**src/rtl/lif_neuron.sv**
```systemverilog
// Leaky integrate-and-fire neuron: a saturating membrane accumulator with a shift-based leak,
// a threshold spike, and a refractory hold-off counter.
module lif_neuron #(
  parameter int WIDTH   = 8,
  parameter int TAU_W   = 4,
  parameter int REFRACT = 2,
  parameter int V_REST  = 0
) (
  input  logic             clk,
  input  logic             reset,
  input  logic [WIDTH-1:0] i_ext,
  input  logic [WIDTH-1:0] thresh,
  input  logic [TAU_W-1:0] tau,
  output logic             spike,
  output logic [WIDTH-1:0] voltage
);

  localparam int R_W = (REFRACT > 0) ? $clog2(REFRACT + 1) : 1;
  localparam logic [WIDTH-1:0] V_RST  = WIDTH'(V_REST);
  localparam logic [R_W-1:0]   R_LOAD = R_W'(REFRACT);

  logic [WIDTH-1:0] v;
  logic [WIDTH-1:0] leak;
  logic [WIDTH-1:0] v_next;
  logic [WIDTH:0]   sum;
  logic [R_W-1:0]   r;

  // Shifts of WIDTH or more naturally yield zero leak; leak <= v so the subtraction cannot wrap.
  always_comb begin
    leak = '0;
    if (tau != '0) leak = v >> tau;
    sum    = {1'b0, v} - {1'b0, leak} + {1'b0, i_ext};
    v_next = sum[WIDTH] ? {WIDTH{1'b1}} : sum[WIDTH-1:0];
  end

  always_ff @(posedge clk) begin
    if (reset) begin
      v     <= V_RST;
      r     <= '0;
      spike <= 1'b0;
    end else if (r != '0) begin
      v     <= V_RST;
      r     <= r - R_W'(1);
      spike <= 1'b0;
    end else if (v_next >= thresh) begin
      v     <= V_RST;
      r     <= R_LOAD;
      spike <= 1'b1;
    end else begin
      v     <= v_next;
      spike <= 1'b0;
    end
  end

  assign voltage = v;

endmodule

```
**config.mk**
```make
export PLATFORM = sky130hd
export DESIGN_NAME = lif_neuron
export DESIGN_NICKNAME = d
export VERILOG_FILES = /design/src/rtl/lif_neuron.sv
export SDC_FILE = /design/constraint.sdc
export NUM_CORES = 1
export LEC_CHECK = 0
export ABC_AREA = 1
export CAP_MARGIN = 20
export CORE_ASPECT_RATIO = 2
export CORE_MARGIN = 2
export CORE_UTILIZATION = 47
export CTS_CLUSTER_SIZE = 24
export DETAILED_ROUTE_END_ITERATION = 6
export MAX_ROUTING_LAYER = met4
export PLACE_DENSITY_LB_ADDON = 0.2
export SYNTH_ARGS = -nofsm -noshare
export SYNTH_HDL_FRONTEND = slang
export SYNTH_SLANG_ARGS = --single-unit
```
**constraint.sdc**
```tcl
create_clock -name clk -period 4.2 [get_ports clk]
set_input_delay 0.84 -clock clk [delete_from_list [all_inputs] [get_ports clk]]
set_output_delay 0.84 -clock clk [all_outputs]
set_load 0.02 [all_outputs]
```
# ---- Word-level counts from Yosys, hierarchy flattened
# Cells that the tools add are included.
dict set report totals {
  ff_bits 11
  out_inout_bits 9
  elab_cells 18
}
dict set report op_classes {
  add_sub_neg 3
  magnitude_cmp 1
  shifts 1
  n_mux 5
  n_reduce_logical 5
}
# op count
set ops {}
lappend ops {{$mux W8} 2}
lappend ops {{$add A9 B8 Y9} 1}
lappend ops {{$sub A8 B8 Y9} 1}
lappend ops {{$ge A8 B8 Y1} 1}
lappend ops {{$shr A8 B4 Y8} 1}
lappend ops {{$mux W2} 2}
lappend ops {{$reduce_bool A2 Y1} 2}
lappend ops {{$reduce_bool A4 Y1} 1}
lappend ops {{$reduce_or A3 Y1} 1}
lappend ops {{$reduce_or A2 Y1} 1}
lappend ops {{$sub A2 B1 Y2 const B} 1}
lappend ops {{$mux W1} 1}

# ---- Logic depth before layout (Yosys ltp)
# Gate-level depths: netlist (run 1).
dict set report depth {
  depth_word 8
  ltp_mapped 30
  depth_no_buf 30
}

# ---- Least setup slack after synthesis (run 1)
# No wires, ideal clock.
dict set report synth_path {
  kind {in2reg}
  start {in tau[0]}
  end {reg r[0]}
  t_arrival_ns 3.950
  required_ns 4.144
  slack_ns 0.194
  stages 21
  path_buffers 1
  cell_sequence {buf_4 o21ai_0 o21ai_0 o22ai_1 fa_1 fa_1 inv_1 nand3_1 nand2_2 nand2_2 nand3_1 nand2_4 nor2_2 inv_1 ha_1 a21oi_1 o21a_1 nand3_2 nand2_1 nand2_1 inv_1}
}
dict set report synth_between {
  elab_chain_cells 7
  elab_cells_between_ends 8
}
# element line
set synth_rtl {}
lappend synth_rtl {{from (decl)} 13} ;# input logic [TAU_W-1:0] tau,
lappend synth_rtl {{$shr A8 B4 Y8 or $reduce_bool A4 Y1 (tied branches)} 31} ;# if (tau != '0) leak = v >> tau;
lappend synth_rtl {{$mux W8 (*)} 31}
lappend synth_rtl {{$sub A8 B8 Y9 (*)} 32} ;# sum = {1'b0, v} - {1'b0, leak} + {1'b0, i_ext};
lappend synth_rtl {{$add A9 B8 Y9 (*)} 32}
lappend synth_rtl {{$mux W8 (*)} 33} ;# v_next = sum[WIDTH] ? {WIDTH{1'b1}} : sum[WIDTH-1:0];
lappend synth_rtl {{net v_next[7]} 24} ;# logic [WIDTH-1:0] v_next;
lappend synth_rtl {{$ge A8 B8 Y1 (*)} 45} ;# end else if (v_next >= thresh) begin
lappend synth_rtl {{$reduce_bool A2 Y1 (no source line) (*)} n/a}
lappend synth_rtl {{to (signal assigned)} 43} ;# r <= r - R_W'(1);
lappend synth_rtl {{to (decl)} 26} ;# logic [R_W-1:0] r;
# Mark *: on every way through the listed nets, which the timed path passes. The rest lies on a longest branch.
# A chain may end at the register's enable or synchronous reset.

# ---- Final worst setup path (run 1)
# Ends and elaborated chain as after synthesis.

==> run metrics, run 1 <==
PwrDens=553 nW/um2; DRC viols=0; share of cells above drive strength 1=29.1%; Hold Violations, Final=0; slowest stage delay, CP=0.50 ns; Synth Area in XOR/XNOR=1.74%; IO Pins=31; Critical Path End Type=flop; Synth Area in Compound Gates=12.6%; slowest CP cell=fa_2; drt pass-1 iters=4; final core occ=72.8%; mux cell area share after synthesis=0%; ys flop type=dfxtp_1; CP Cell Sequence=buf_2 -> or2_2 -> nand2_2 -> o21ai_4 -> o22ai_2 -> fa_2 -> fa_2 -> inv_1 -> nand3_1 -> nand2_2 -> buf_4 -> nand2_1 -> nand3_1 -> nand2_1 -> nor2_2 -> inv_1 -> ha_1 -> nand2_2 -> o21a_4 -> nand3_4 -> nand2_1 -> nand2_1 -> inv_1; Setup WS post-layout=0.135 ns; Register-to-Register Path Depth=23; worst min-delay path startpoint=r[0]; MaxCap Viol Count=0; vias in the first global route=1670; H-tree depth=1; Worst Clk Skew=0.00215 ns; Starting Density=48.4%; crit-path leading delay family=simple AND/OR/NAND/NOR gates; Post-synth ARST share=0%; Synth cell types=29; P&R area growth vs syn=50.5%; worst path arrival time=4.20 ns; CP startpoint kind=primary input; initial antenna violation count=0; HPWL Detailed=3270 um; Hold Crit Class=reg -> reg; peak supply drop=460 uV; Place WS=-0.898 ns; Leak=1.16 nW; vias per inst=5.03; Sink Count=11; die footprint=3710 um2; Worst Path Required=4.34 ns; synthesized area per cell=6.53 um2; Post-synth EDFFs=0; Yosys reg bits=11; Initial DRC Count=22; post-synthesis sequential area ratio=14.6%; Synth area leaders=ha_1 16%, dfxtp_1 15%, inv_1 14%; largest net degree at the start of global routing=11; status=finished, final reports clean; Worst Setup SP=tau[0]; Peak Freq=0.246 GHz; CP max FO=10; Post-Route WL=4030 um; syn nets=280; TritonCTS clock tree=built; Netlist Area Pre-Place=1510 um2; Bufs and invs on worst path=5; Yosys top cell area share=15.8%; GRT Total Usage=24.3%; first-pass GRT wire length=6730 um; Fill cells=269; Clock transition at path regs=0.05 ns; final antenna diode count=0; wire per inst=12.7 um; Core Region=3120 um2; post-route insts no fill=316; Setup CP Type=in -> reg; clk buf depth=2; Synth Area in Adders=26.4%; fin crit share=96.8%; Vias=1589; Remaining Overflow, GRT=0; die width=44.1 um; most frequent CP cell=nand2_1; most frequent cells after synthesis=57 x inv_1, 57 x nand2_1, 19 x ha_1; Die Ht=84.1 um; final setup violation count=0; Reg-to-Reg Start=voltage[7]; # rows=29; Layout Nets=335; Worst path depth=23; Tmin final=4.07 ns; hold_ws=0.597 ns; combinational family with the most area after synthesis=simple AND/OR/NAND/NOR gates; Antenna Nets Post-Route=0; simple-gate share of the synthesized area=28.9%; top cell type by total area after synthesis=ha_1; hold depth=4; Syn Inst Count=231; Final Max Slew Viols=0; total CTS buffers=3; gpl congestion=0.912; Placed Instances=308; clk_lat worst skew=0.24 ns; CTS Root Cell=clkbuf_8; synth warn=0; I/O Buffers=30
==> kinds of logic (layout without fill, tap and decap cells) <==
logic type                 Yosys count  count (layout)
other                                1               1
buffers and inverters               61             114
adders and majority gates           27              27
AOI/OAI and AO/OA                   32              32
and+or+nand+nor                     96              97
DFF                                 11              11
xor gates and xnor gates             3               3
==> sequential cells by signal (all words and copies together) (netlist names) <==
signal,cells
voltage,8
spike,1
r,2
==> path summary, 6_finish.rpt <==
| path | end | slack [ns] |
|---|---|---|
| max | r[0] | 0.13 |
| min reg2reg | r[0] | 0.60 |
| min | r[0] | 0.60 |
| max reg2reg | r[0] | 0.45 |
==> final cells by class <==
| type | instances | area (um2) | share of cell area, % |
|---|---|---|---|
| clock buffer | 3 | 41.3 | 1.82 |
| clock inverter | 1 | 5.00 | 0.220 |
| inverter | 59 | 221 | 9.75 |
| multi-input combinational | 160 | 1290 | 57.0 |
| sequential | 11 | 220 | 9.70 |
| tap | 31 | 38.8 | 1.71 |
| timing repair buffer | 51 | 449 | 19.8 |
==> report_power, final <==
group / internal, mW / switching (mW) / total [mW] / leakage (nW)
Sequential: 0.135 / 0.0210 / 0.156 / 0.0903
Combinational: 0.457 / 0.536 / 0.993 / 1.04
Clock: 0.0653 / 0.0416 / 0.107 / 0.0255
Total: 0.657 / 0.599 / 1.26 / 1.16
==> placed cells by master (no fill, tap or decap), types with 2 or more instances in the layout <==
| cell type | count |
|---|---|
| nand2_1 | 49 |
| inv_1 | 54 |
| nand4_1 | 2 |
| nand3_4 | 2 |
| buf_4 | 20 |
| clkbuf_2 | 2 |
| fa_2 | 2 |
| o22ai_2 | 2 |
| o21ai_0 | 3 |
| clkbuf_8 | 3 |
| a21oi_2 | 4 |
| nand2_2 | 9 |
| ha_1 | 13 |
| a21oi_1 | 9 |
| nand3_1 | 5 |
| clkdlybuf4s50_1 | 26 |
| inv_2 | 5 |
| o21ai_2 | 3 |
| fa_1 | 6 |
| nand2_4 | 7 |
| a21oi_4 | 2 |
| o21ai_1 | 6 |
| or2_2 | 2 |
| nor2_4 | 3 |
| nor2_2 | 3 |
| nand3_2 | 2 |
| ha_4 | 6 |
| nor2_1 | 11 |
| dfxtp_1 | 11 |
==> through the flow <==
step | TNS, ns | cell area, um2 | total power [mW]
finish | 0 | 2270 | 1.26
floorplan | 0 | 1510 | 0.681
global placement | -9.01 | 1970 | 0.945
global route | -0.117 | 2270 | 1.39
CTS | 0 | 2170 | 1.17
detailed placement | -9.45 | 1970 | 0.962
==> per-layer routing <==
metal / up-vias / wire [um] / global-route usage [%] / part of all wire, %
met1: 743 / 1310 / 21.1 / 33
met4: 0 / 123 / 8.82 / 3.1
met3: 8 / 57 / 2.37 / 1.4
met5: - / 0 / - / 0
li1: 811 / - / - / -
met2: 27 / 2530 / 48.7 / 63
==> tightest hold or removal path, delay by kind of cell (launching register included) <==
family | cells | cell delay (ns)
buffers and inverters | 2 | 0.11
and+or+nand+nor | 2 | 0.16
DFF | 1 | 0.30
==> what timing repair did <==
action                                  CTS  global route
gates resized for setup                  32            33
cloned                                    1             0
endpoints found under the setup margin   11            11
setup buffers                             2             1
hold buffers                              0             0
pin swaps                                14            15
endpoints found under the hold margin     0             0
(Power assumes the default switching activity.)
==> inputs of run 2 (changes only) <==
PLACE_DENSITY = 0.77   (was unset)
PLACE_DENSITY_LB_ADDON = unset   (was 0.2)
==> run 2 against run 1 <==
  * Cell count is 2.5% higher
  * Worst hold slack hardly changed
  * First-iteration DRC count is 77% higher
  * Clock power hardly changed
  * Power is 7.9% higher
  * Highest routed layer unchanged
  * Non-clock buffer count is 8 higher
  * Combinational power is 9.8% higher
  * Worst setup slack better by 0.016 ns
  * Clock skew is 0.0025 ns higher
  * Sequential share of layout area is 0.36 points lower
  * Global-route usage is 0.41 points higher
==> run metrics, run 2 (synthesis gave the netlist of run 1 again) <==
status=finished, final reports clean; FF-to-FF End=r[1]; final antenna diode count=0; largest net degree at the start of global routing=10; Place WS=-0.721 ns; worst path arrival time=4.20 ns; slowest CP cell=fa_1; Hold Violations, Final=0; Design Area, Final=2360 um2; Starting Density=48.4%; Vias=1615; die width=44.1 um; total CTS buffers=3; wire per inst=13.3 um; worst min-delay path startpoint=r[0]; # rows=29; CP max FO=9; Core Region=3120 um2; Sink Count=11; gpl congestion=0.924; drt pass-1 iters=4; Fill cells=238; Critical Path End Type=flop; Layout Nets=343; Post-DP Area=2010 um2; IO Pins=31; Leak=1.16 nW; Final Max Slew Viols=0; vias per inst=4.98; I/O Buffers=30; hold depth=4; Post-Route WL=4320 um; HPWL Detailed=3240 um; P&R area growth vs syn=56.2%; fin crit share=96.4%; clk buf depth=2; Hold Crit Class=reg -> reg; Total Neg Setup Slack=0 ns; CP startpoint kind=primary input; Setup CP Type=in -> reg; die footprint=3710 um2; Register-to-Register Path Depth=22; vias in the first global route=1620; first-pass GRT wire length=6710 um; hold path endpoint=r[0]; R2R setup slack=0.52 ns; initial antenna violation count=0; TritonCTS clock tree=built; clk_lat worst skew=0.24 ns; MaxCap Viol Count=0; Largest register FFs=8; GRT Total Usage=24.7%; share of cells above drive strength 1=33.1%; slowest stage delay, CP=0.54 ns; Worst Path Required=4.35 ns; Antenna Nets Post-Route=0; final setup violation count=0; Tmin final=4.05 ns; most frequent CP cell=nand2_2; CTS Root Cell=clkbuf_8; Reg-to-Reg Start=voltage[7]; Initial DRC Count=39; DRC viols=0; post-route insts no fill=324; H-tree depth=1; Placed Instances=313; Die Ht=84.1 um; Peak Freq=0.247 GHz; Clock transition at path regs=0.05 ns; Worst Clk Skew=0.00462 ns; most common cell after layout, fill and taps aside=inv_1; peak supply drop=402 uV; hold_ws=0.598 ns; Remaining Overflow, GRT=0; PwrDens=575 nW/um2; most frequent cells in the layout=53 x inv_1, 47 x nand2_1, 29 x buf_4; Setup WS post-layout=0.151 ns
## run 2: cell types whose count changed in the layout (fill, tap and decap cells not counted), moves of 3 or more
cell / before / now
buf_4: 20 / 29
a21oi_2: 4 / 10
a21oi_1: 9 / 4
nand2_2: 9 / 14
ha_1: 13 / 10
nand2_4: 7 / 4
nor2_4: 3 / 6
o21ai_1: 6 / 9
o21ai_2: 3 / 0
## run 2: worst max path at each step
stage / start / end / slack, ns
after floorplan: tau[0] / r[0] / 0.19
after global placement: tau[0] / voltage[1] / -0.61
after detailed placement: tau[0] / voltage[1] / -0.72
after CTS: tau[3] / r[0] / 0.03
after global routing: tau[0] / r[0] / -0.03
final: tau[0] / r[1] / 0.15
## run 2: metrics by stage
stage	util [%]	total power [mW]
2_1_floorplan	-	0.681
3_3_place_gp	64.4	0.978
3_5_place_dp	64.4	0.995
4_1_cts	70.6	1.21
5_1_grt	75.5	1.47
6_report	75.5	1.36
## run 2: where the power goes
group	switching [mW]	internal (mW)
Sequential	0.0195	0.135
Combinational	0.589	0.503
Clock	0.0424	0.0669
Total	0.650	0.705
## run 2: layout make-up
type / count / area, um2 / area share [%]
Sequential cell: 11 / 220 / 9.34
Timing Repair Buffer: 59 / 520 / 22.1
Tap cell: 31 / 38.8 / 1.65
Clock buffer: 4 / 45.0 / 1.91
Multi-Input combinational cell: 160 / 1310 / 55.6
Inverter: 59 / 221 / 9.39
## run 2: layer usage
layer / vias up / global-route usage (%) / wire length (um)
met5: - / - / 0
met4: 0 / 14.9 / 236
met3: 20 / 2.58 / 76
met2: 38 / 45.2 / 2580
met1: 727 / 22.8 / 1420
li1: 830 / - / -
## run 2: critical path, delay by kind of cell
family	cells	cell delay, ns
buf+inv	8	0.71
simple gates	12	1.05
compound gates	3	0.50
fa+ha+maj	3	1.07
## run 2: repair_timing
item,in CTS,in global routing
hold buffers,0,0
gates cloned,1,0
endpoints found under the hold margin,0,0
endpoints found under the setup margin,11,11
setup buffers,4,2
pin swaps,16,26
resized for setup,30,40
==> inputs of run 3 (changes only) <==
CORE_UTILIZATION = 55   (was 47)
PLACE_DENSITY = 0.85   (was 0.77)
clock period = 5.23 ns   (was 4.2 ns; I/O delays follow)
==> run 3 against run 2 <==
  * Core utilization down 1.9 points
  * Critical endpoint is now voltage[2]
  * First-iteration DRC count rose by 10%
  * Die area down 14%
==> run metrics, run 3 (synthesis gave the netlist of run 1 again) <==
CP max FO=10; Peak Freq=0.203 GHz; final setup violation count=0; met1 usage=19.9%; met3 usage=2.26%; initial antenna violation count=0; vias in the first global route=1511; wire per inst=11.8 um; CP startpoint kind=primary input; Vias=1490; Die Ht=78.1 um; Core Region=2570 um2; vias per inst=5.09; Register-to-Register Path Depth=20; Largest register FFs=8; total CTS buffers=3; Total Neg Setup Slack=0 ns; Worst Setup SP=tau[0]; Placed Instances=289; Initial DRC Count=43; fin crit share=94.1%; Layout Nets=315; Reg-to-Reg Start=voltage[7]; largest net degree at the start of global routing=11; GRT busiest layer=met2; Hold Crit Class=reg -> reg; Critical Path End Type=flop; CTS Root Cell=clkbuf_8; most frequent cells in the layout=57 x inv_1, 57 x nand2_1, 30 x clkdlybuf4s50_1; peak supply drop=287 uV; post-route insts no fill=293; Worst Clk Skew=0.000731 ns; clk_lat worst skew=0.24 ns; Final Max Slew Viols=0; R2R setup slack=1.27 ns; Design Area, Final=1890 um2; # rows=26; Antenna Nets Post-Route=0; Setup CP Type=in -> reg; Leak=0.997 nW; Starting Density=58.7%; Worst Path Required=5.39 ns; die footprint=3200 um2; PwrDens=414 nW/um2; Sink Count=11; status=finished, final reports clean; FF-to-FF End=voltage[2]; I/O Buffers=30; final core occ=73.6%; final antenna diode count=0; IO Pins=31; Remaining Overflow, GRT=0; drt pass-1 iters=4; TritonCTS clock tree=built; Post-DP Area=1850 um2; HPWL Detailed=2990 um; first-pass GRT wire length=5600 um; worst path arrival time=5.07 ns; post-CTS setup buffers=0; crit path to=voltage[2]; DRC viols=0; gpl congestion=0.850; clk buf depth=2; P&R area growth vs syn=25.4%; hold_ws=0.572 ns; share of cells above drive strength 1=10.2%; RSZ-0062 raised after global routing=false; H-tree depth=1; Hold Violations, Final=0; die width=41.0 um; MaxCap Viol Count=0; GRT Total Usage=25.4%; Tmin final=4.92 ns; Post-Route WL=3450 um; Clock transition at path regs=0.05 ns; routing usage on met2=49.8%
[run 3: changes by cell type in the layout (fill, tap and decap cells not counted), moves of 6 or more]
cell and delta:
buf_4 -27, nand2_1 +10, ha_1 +9, ha_4 -8
nand2_2 -8, a21oi_1 +7, a21oi_2 -7, nor2_4 -6
[run 3: final cells by class]
type                    count  area (um2)
flip-flops and latches     11         220
repair buffers             32         315
well taps                  28        35.0
inverters                  59         221
fillers                   208         678
multi-input cells         159        1050
clock buffers               4        45.0
[run 3: routing by layer]
layer	vias to the layer above	share of wire, %
met4	0	3.2
met1	675	35
met3	15	2.5
met2	35	59
li1	765	-
met5	-	0
[run 3: through the flow]
step                total power, mW  setup slack, ns
floorplan                     0.547             1.02
global placement              0.677            0.108
detailed placement            0.693           0.0751
CTS                           0.783            0.320
global route                  0.869          0.00974
finish                        0.782            0.311
[run 3: what timing repair did]
| action | CTS | global route |
|---|---|---|
| hold buffers | 0 | 0 |
| resized for setup | 0 | 1 |
| setup endpoints to repair | 0 | 3 |
[run 3: worst min path at each step]
stage | startpoint | to | slack (ns) | cells past startpoint
after global routing | r[0] | r[0] | 0.65 | 4
after floorplan | r[0] | r[0] | 0.53 | 4
final | r[0] | r[0] | 0.57 | 4
after CTS | r[0] | r[0] | 0.57 | 4
after detailed placement | r[0] | r[0] | 0.56 | 4
after global placement | r[0] | r[0] | 0.57 | 4
[run 3: critical path, cell delays in order]
cell and delay [ns]:
clkdlybuf4s50_1 0.60, nor2_1 0.08, a21oi_2 0.13, nand2_1 0.17
inv_2 0.11, o21ai_1 0.06, o21ai_1 0.08, nand2_1 0.08
fa_1 0.47, ha_1 0.38, a21oi_2 0.17, nand2_2 0.09
nand2_2 0.10, nand2_2 0.07, nand2_2 0.08, nand2_4 0.06
nor2_2 0.14, inv_1 0.06, ha_1 0.28, a21oi_1 0.15
o21a_1 0.22, nand3_2 0.21, a21oi_1 0.22
[run 3: power breakdown]
part           internal (mW)  switching (mW)
logic                  0.230           0.344
clock network         0.0535          0.0318
registers              0.108          0.0147
==> RTL change 1, RTL diff (flow settings as in run 2) <==
`REFRACT`: 2 -> 4.
--- a/src/rtl/lif_neuron.sv
+++ b/src/rtl/lif_neuron.sv
@@ -3,7 +3,7 @@
 module lif_neuron #(
   parameter int WIDTH   = 8,
   parameter int TAU_W   = 4,
-  parameter int REFRACT = 2,
+  parameter int REFRACT = 4,
   parameter int V_REST  = 0
 ) (
   input  logic             clk,
Check against the original RTL: not equivalent (Yosys sat finds a counterexample within 10 cycles, from zero or initial values and one cycle with reset high).
==> RTL change 1 against run 2 <==
Power up 37%; wire length up 6.9%; sequential cell count up 1; first-iteration DRC count down 46%; synthesized cell count up 2.6%; synthesized area up 2.0%; worst setup slack better by 2.4 ps; count of clock-buffer cells in the layout down 1; design area up 2.4%.
==> RTL change 1: results (changes against run 2) <==
Clocking
  • Max Root-Sink Buffers: 2 (unchanged)
  • Clock latency on the worst-skew pair: 250 ps
  • Root Buffer: clkbuf_8
  • Worst-path clk slew: 50 ps (about the same)
  • CTS Buf Count: 3 (unchanged)
  • H-tree Lvls: 1 (unchanged)
  • CTS resizes: 32 (+6.7%)
  • Total setup buffers inserted after CTS: 6 (+2)

Critical path
  • Worst r2r src: voltage[7]$_SDFF_PP0_
  • Critical Path AT: 4190 ps (about the same)
  • Slowest cell on crit path: fa_1
  • RR Endpoint: r[1]$_SDFFE_PP0P_
  • R2R Setup Slk: 550 ps (+30 ps)
  • Crit Path Max Fanout: 6 (-3)
  • CP top delay family: adder cells
  • Worst path max stage delay: 590 ps (+50 ps)
  • R2R cell count: 24 (+9.1%)

Synthesis
  • Sequential area share after synthesis: 0.156 (+0.0102)
  • Multiplexer share of the synthesized area: 0 (unchanged)
  • YS warnings: 0 (unchanged)
  • Syn_nets: 285 (+1.8%)
  • Largest cells by area after synthesis: dfxtp_1, nand2_1, ha_1, inv_1, fa_1
  • Ys flop type: dfxtp_1
  • Async SR Flop Fraction: 0 (unchanged)
  • Compound-Gate Fraction of Synth Area: 0.143 (+0.0171)
  • Cell variety after synth: 30 (+3.4%)
  • Post-Synth Adder-Cell Area: 0.250 (-0.0133)
  • Post-synth top cells: nand2_1, inv_1, ha_1
  • XOR/XNOR share of the synthesized area: 0.0171 (-0.000340)

Place
  • Gp weighted congestion: 0.914 (-1.1%)
  • Port bufs: 30 (unchanged)
  • DP HPWL: 3270 um (+0.83%)

Layout
  • Max reg flops: 8 (unchanged)
  • Net count, final: 354 (+3.2%)
  • Ant. Diodes: 0 (unchanged)
  • Layout cells sized above 1: 0.319 (-0.0120)

Routing
  • Detailed Routing Iterations Pass 1: 4 (unchanged)
  • Routed wire length: 4620 um (+6.9%)
  • Via density: 5.23 (+5.0%)
  • DRT iter0 DRCs: 21 (-46%)
  • Antenna Violating Nets Remaining: 0 (unchanged)

GRT
  • First-pass GRT wire length: 7090 um (+5.8%)
  • Antenna violations before repair: 0 (unchanged)
  • Gr usage total: 0.254 (+0.00663)
  • Largest net degree at the start of global routing: 13 (+3)
  • Vias in the first global route: 1734 (+7.0%)

Run status
  • Status: finished, final reports clean

STA
  • Setup Skew: 0.905 ps (-3.72 ps)

Power and ir drop
  • Peak supply drop: 504 uV (+25%)
  • P_leak: 1.20 nW (+3.5%)

Worst hold path
  • Hold depth: 1 (-3)
  • Hold EP: r[0]$_SDFFE_PP0P_
  • Min-delay worst type: register to register
  • Hold_sp: r[0]$_SDFFE_PP0P_
==> RTL change 1: cell count changes after synthesis, moves of 2 or more <==
cell,delta
nor2_2,-3
o21ai_1,-3
o21ai_0,+5
nand3_1,+3
nand2_1,+4
inv_1,+2
==> RTL change 1: cell type report <==
cell class	count	area (sq um)
clock buffers	3	41.3
fillers	220	743
inverters	60	233
multi-input cells	164	1300
flip-flops and latches	12	240
well taps	31	38.8
repair buffers	65	562
==> RTL change 1: worst max path at each step <==
stage | from | endpoint | slack [ps]
final | tau[0] | r[1]$_SDFFE_PP0P_ | 150
after global routing | tau[0] | r[2]$_SDFFE_PP0P_ | -40
after CTS | tau[0] | r[1]$_SDFFE_PP0P_ | 10
after detailed placement | tau[0] | r[1]$_SDFFE_PP0P_ | -700
after global placement | tau[0] | r[2]$_SDFFE_PP0P_ | -620
after floorplan | tau[1] | r[1]$_SDFFE_PP0P_ | 150
==> RTL change 1: routing by layer <==
layer | vias up | track usage | part of all wire
met2 | 56 | 0.497 | 0.60
met3 | 25 | 0.0234 | 0.021
met1 | 811 | 0.217 | 0.32
met4 | 0 | 0.121 | 0.058
met5 | - | - | 0
li1 | 861 | - | -
==> RTL change 1: through the flow <==
step	setup slack, ps	instances	hold slack (ps)	cell area, sq um
6_report	154	335	489	2410
5_1_grt	-37.6	335	504	2410
4_1_cts	12.1	331	484	2240
3_5_place_dp	-702	322	474	2060
3_3_place_gp	-622	322	469	2060
2_1_floorplan	152	237	448	1540
==> RTL change 1: power breakdown <==
group	leakage [nW]	internal, mW	total (mW)	switching (mW)
clock network	0.0216	0.0633	0.107	0.0435
logic	1.08	0.732	1.56	0.829
registers	0.0984	0.156	0.194	0.0374
total	1.20	0.951	1.86	0.910
==> RTL change 2, RTL diff (config.mk and constraints of run 2) <==
Without the edit above. Add an input register stage for `thresh`, with the module's reset; this delays it by one clock. The other inputs are not delayed to match.
--- a/src/rtl/lif_neuron.sv
+++ b/src/rtl/lif_neuron.sv
@@ -18,6 +18,16 @@
   localparam int R_W = (REFRACT > 0) ? $clog2(REFRACT + 1) : 1;
   localparam logic [WIDTH-1:0] V_RST  = WIDTH'(V_REST);
   localparam logic [R_W-1:0]   R_LOAD = R_W'(REFRACT);
+
+  logic [WIDTH-1:0] thresh_q;
+
+  always_ff @(posedge clk) begin
+    if (reset) begin
+      thresh_q <= '0;
+    end else begin
+      thresh_q <= thresh;
+    end
+  end
 
   logic [WIDTH-1:0] v;
   logic [WIDTH-1:0] leak;
@@ -42,7 +52,7 @@
       v     <= V_RST;
       r     <= r - R_W'(1);
       spike <= 1'b0;
-    end else if (v_next >= thresh) begin
+    end else if (v_next >= thresh_q) begin
       v     <= V_RST;
       r     <= R_LOAD;
       spike <= 1'b1;
Check against the original RTL: not equivalent (Yosys sat finds a counterexample within 4 cycles, from zero or initial values and one cycle with reset high).
==> RTL change 2 against run 2 <==
Non-clock buffer count shrank 3; wire length grew 7.1%; combinational power shrank 20%; worst setup slack lost 12 ps; core utilization shrank 5.2 points; maximum frequency shrank 0.30%; sequential cell count grew 8; synthesized area grew 15%; critical path depth shrank 3; power shrank 9.7%; design area grew 6.5%; via count grew 9.7%; sequential power grew 48%; critical endpoint is now r[0]$_SDFFE_PP0P_.
==> RTL change 2: results (changes against run 2) <==
Run status
  • Status: finished, final reports clean

Routing
  • DRT iter0 DRCs: 44 (+13%)
  • DR WL met2: 2850 um (+10%)
  • Met3 Routed Length: 122 um (+61%)
  • Via density: 4.88 (-2.1%)
  • Routed vias: 1771 (+9.7%)

Layout
  • Register area: 380 sq um (+73%)
  • Multi-input combinational area share: 0.512 (-0.0443)
  • Count of multi-input gates: 168 (+5.0%)
  • Clock network area share: 0.0179 (-0.00116)
  • Layout cells sized above 1: 0.264 (-0.0667)
  • Bufs w/o clock: 56 (-5.1%)
  • Fillers: 279 (+17%)
  • NonClk Buf Share: 0.194 (-0.0269)

Critical path
  • CP top delay family: simple AND/OR/NAND/NOR gates
  • Critical path destination: r[0]$_SDFFE_PP0P_
  • Worst path max stage delay: 460 ps (-80 ps)
  • Crit Path Max Fanout: 10 (+1)
  • R2R cell count: 23 (+4.5%)
  • R2R Setup Slk: 450 ps (-70 ps)

STA
  • Fin crit period: 4060 ps (+12.3 ps)
  • Worst Hold Margin: 608 ps (+10.5 ps)
  • Setup Skew: 5.96 ps (+1.34 ps)

GRT
  • Vias in the first global route: 1697 (+4.8%)
  • Met3 Use GR: 0.0301 (+0.00431)
  • Met1 GRT Util: 0.170 (-0.0583)
  • Gr usage total: 0.221 (-0.0257)
  • First-pass GRT wire length: 6670 um (-0.51%)
  • Largest net degree at the start of global routing: 12 (+2)
  • GRT met2 Usage: 0.425 (-0.0272)

Worst hold path
  • Hold EP: r[1]$_SDFFE_PP0P_
  • Hold_sp: r[1]$_SDFFE_PP0P_

Synthesis
  • Cell variety after synth: 30 (+3.4%)
  • Syn Area/Cell: 6.77 sq um (+3.6%)
  • Sequential area share after synthesis: 0.219 (+0.0736)
  • Syn_nets: 305 (+8.9%)
  • Largest cells by area after synthesis: dfxtp_1, inv_1, ha_1, nand2_1, fa_1

Clocking
  • Worst-path clk slew: 70 ps (+20 ps)
  • Clock latency on the worst-skew pair: 260 ps (+20 ps)

Power and ir drop
  • Sw Share: 0.447 (-0.0331)
  • P_leak: 1.26 nW (+8.3%)
  • Flop pwr share: 0.186 (+0.072)
  • Pint: 677 uW (-3.9%)

Place
  • Pre-CTS WS: -804 ps (-82.8 ps)
  • Total placed cells including tap cells: 348 (+11%)
  • Gp weighted congestion: 0.805 (-13%)
  • Dpl cell area: 2200 sq um (+9.5%)
[RTL change 2: cell types whose count changed after synthesis, sizes merged]
cell	before	now
dfxtp	11	19
inv	59	67
clkbuf	0	1
nor2	17	25
[RTL change 2: worst min-delay path: cells and delay by family (launching register included)]
| kind | cells | cell delay (ps) |
|---|---|---|
| DFF | 1 | 330 |
| and+or+nand+nor | 2 | 140 |
| buffers and inverters | 2 | 100 |
[RTL change 2: repair_timing]
action | CTS | global route
gates resized for setup | 27 | 30
endpoints found under the hold margin | 0 | 0
buffers inserted | 5 | 5
pin swaps | 14 | 19
gates cloned | 1 | 0
hold buffers | 0 | 0
endpoints found under the setup margin | 11 | 11
[RTL change 2: cell families after synthesis]
kind of cell	Yosys count	share of synthesized area
compound gates	32	0.110
simple gates	104	0.269
xor+xnor	3	0.0152
buf+inv	70	0.155
fa+ha+maj	27	0.230
flops	19	0.219
other cells	1	0.00216
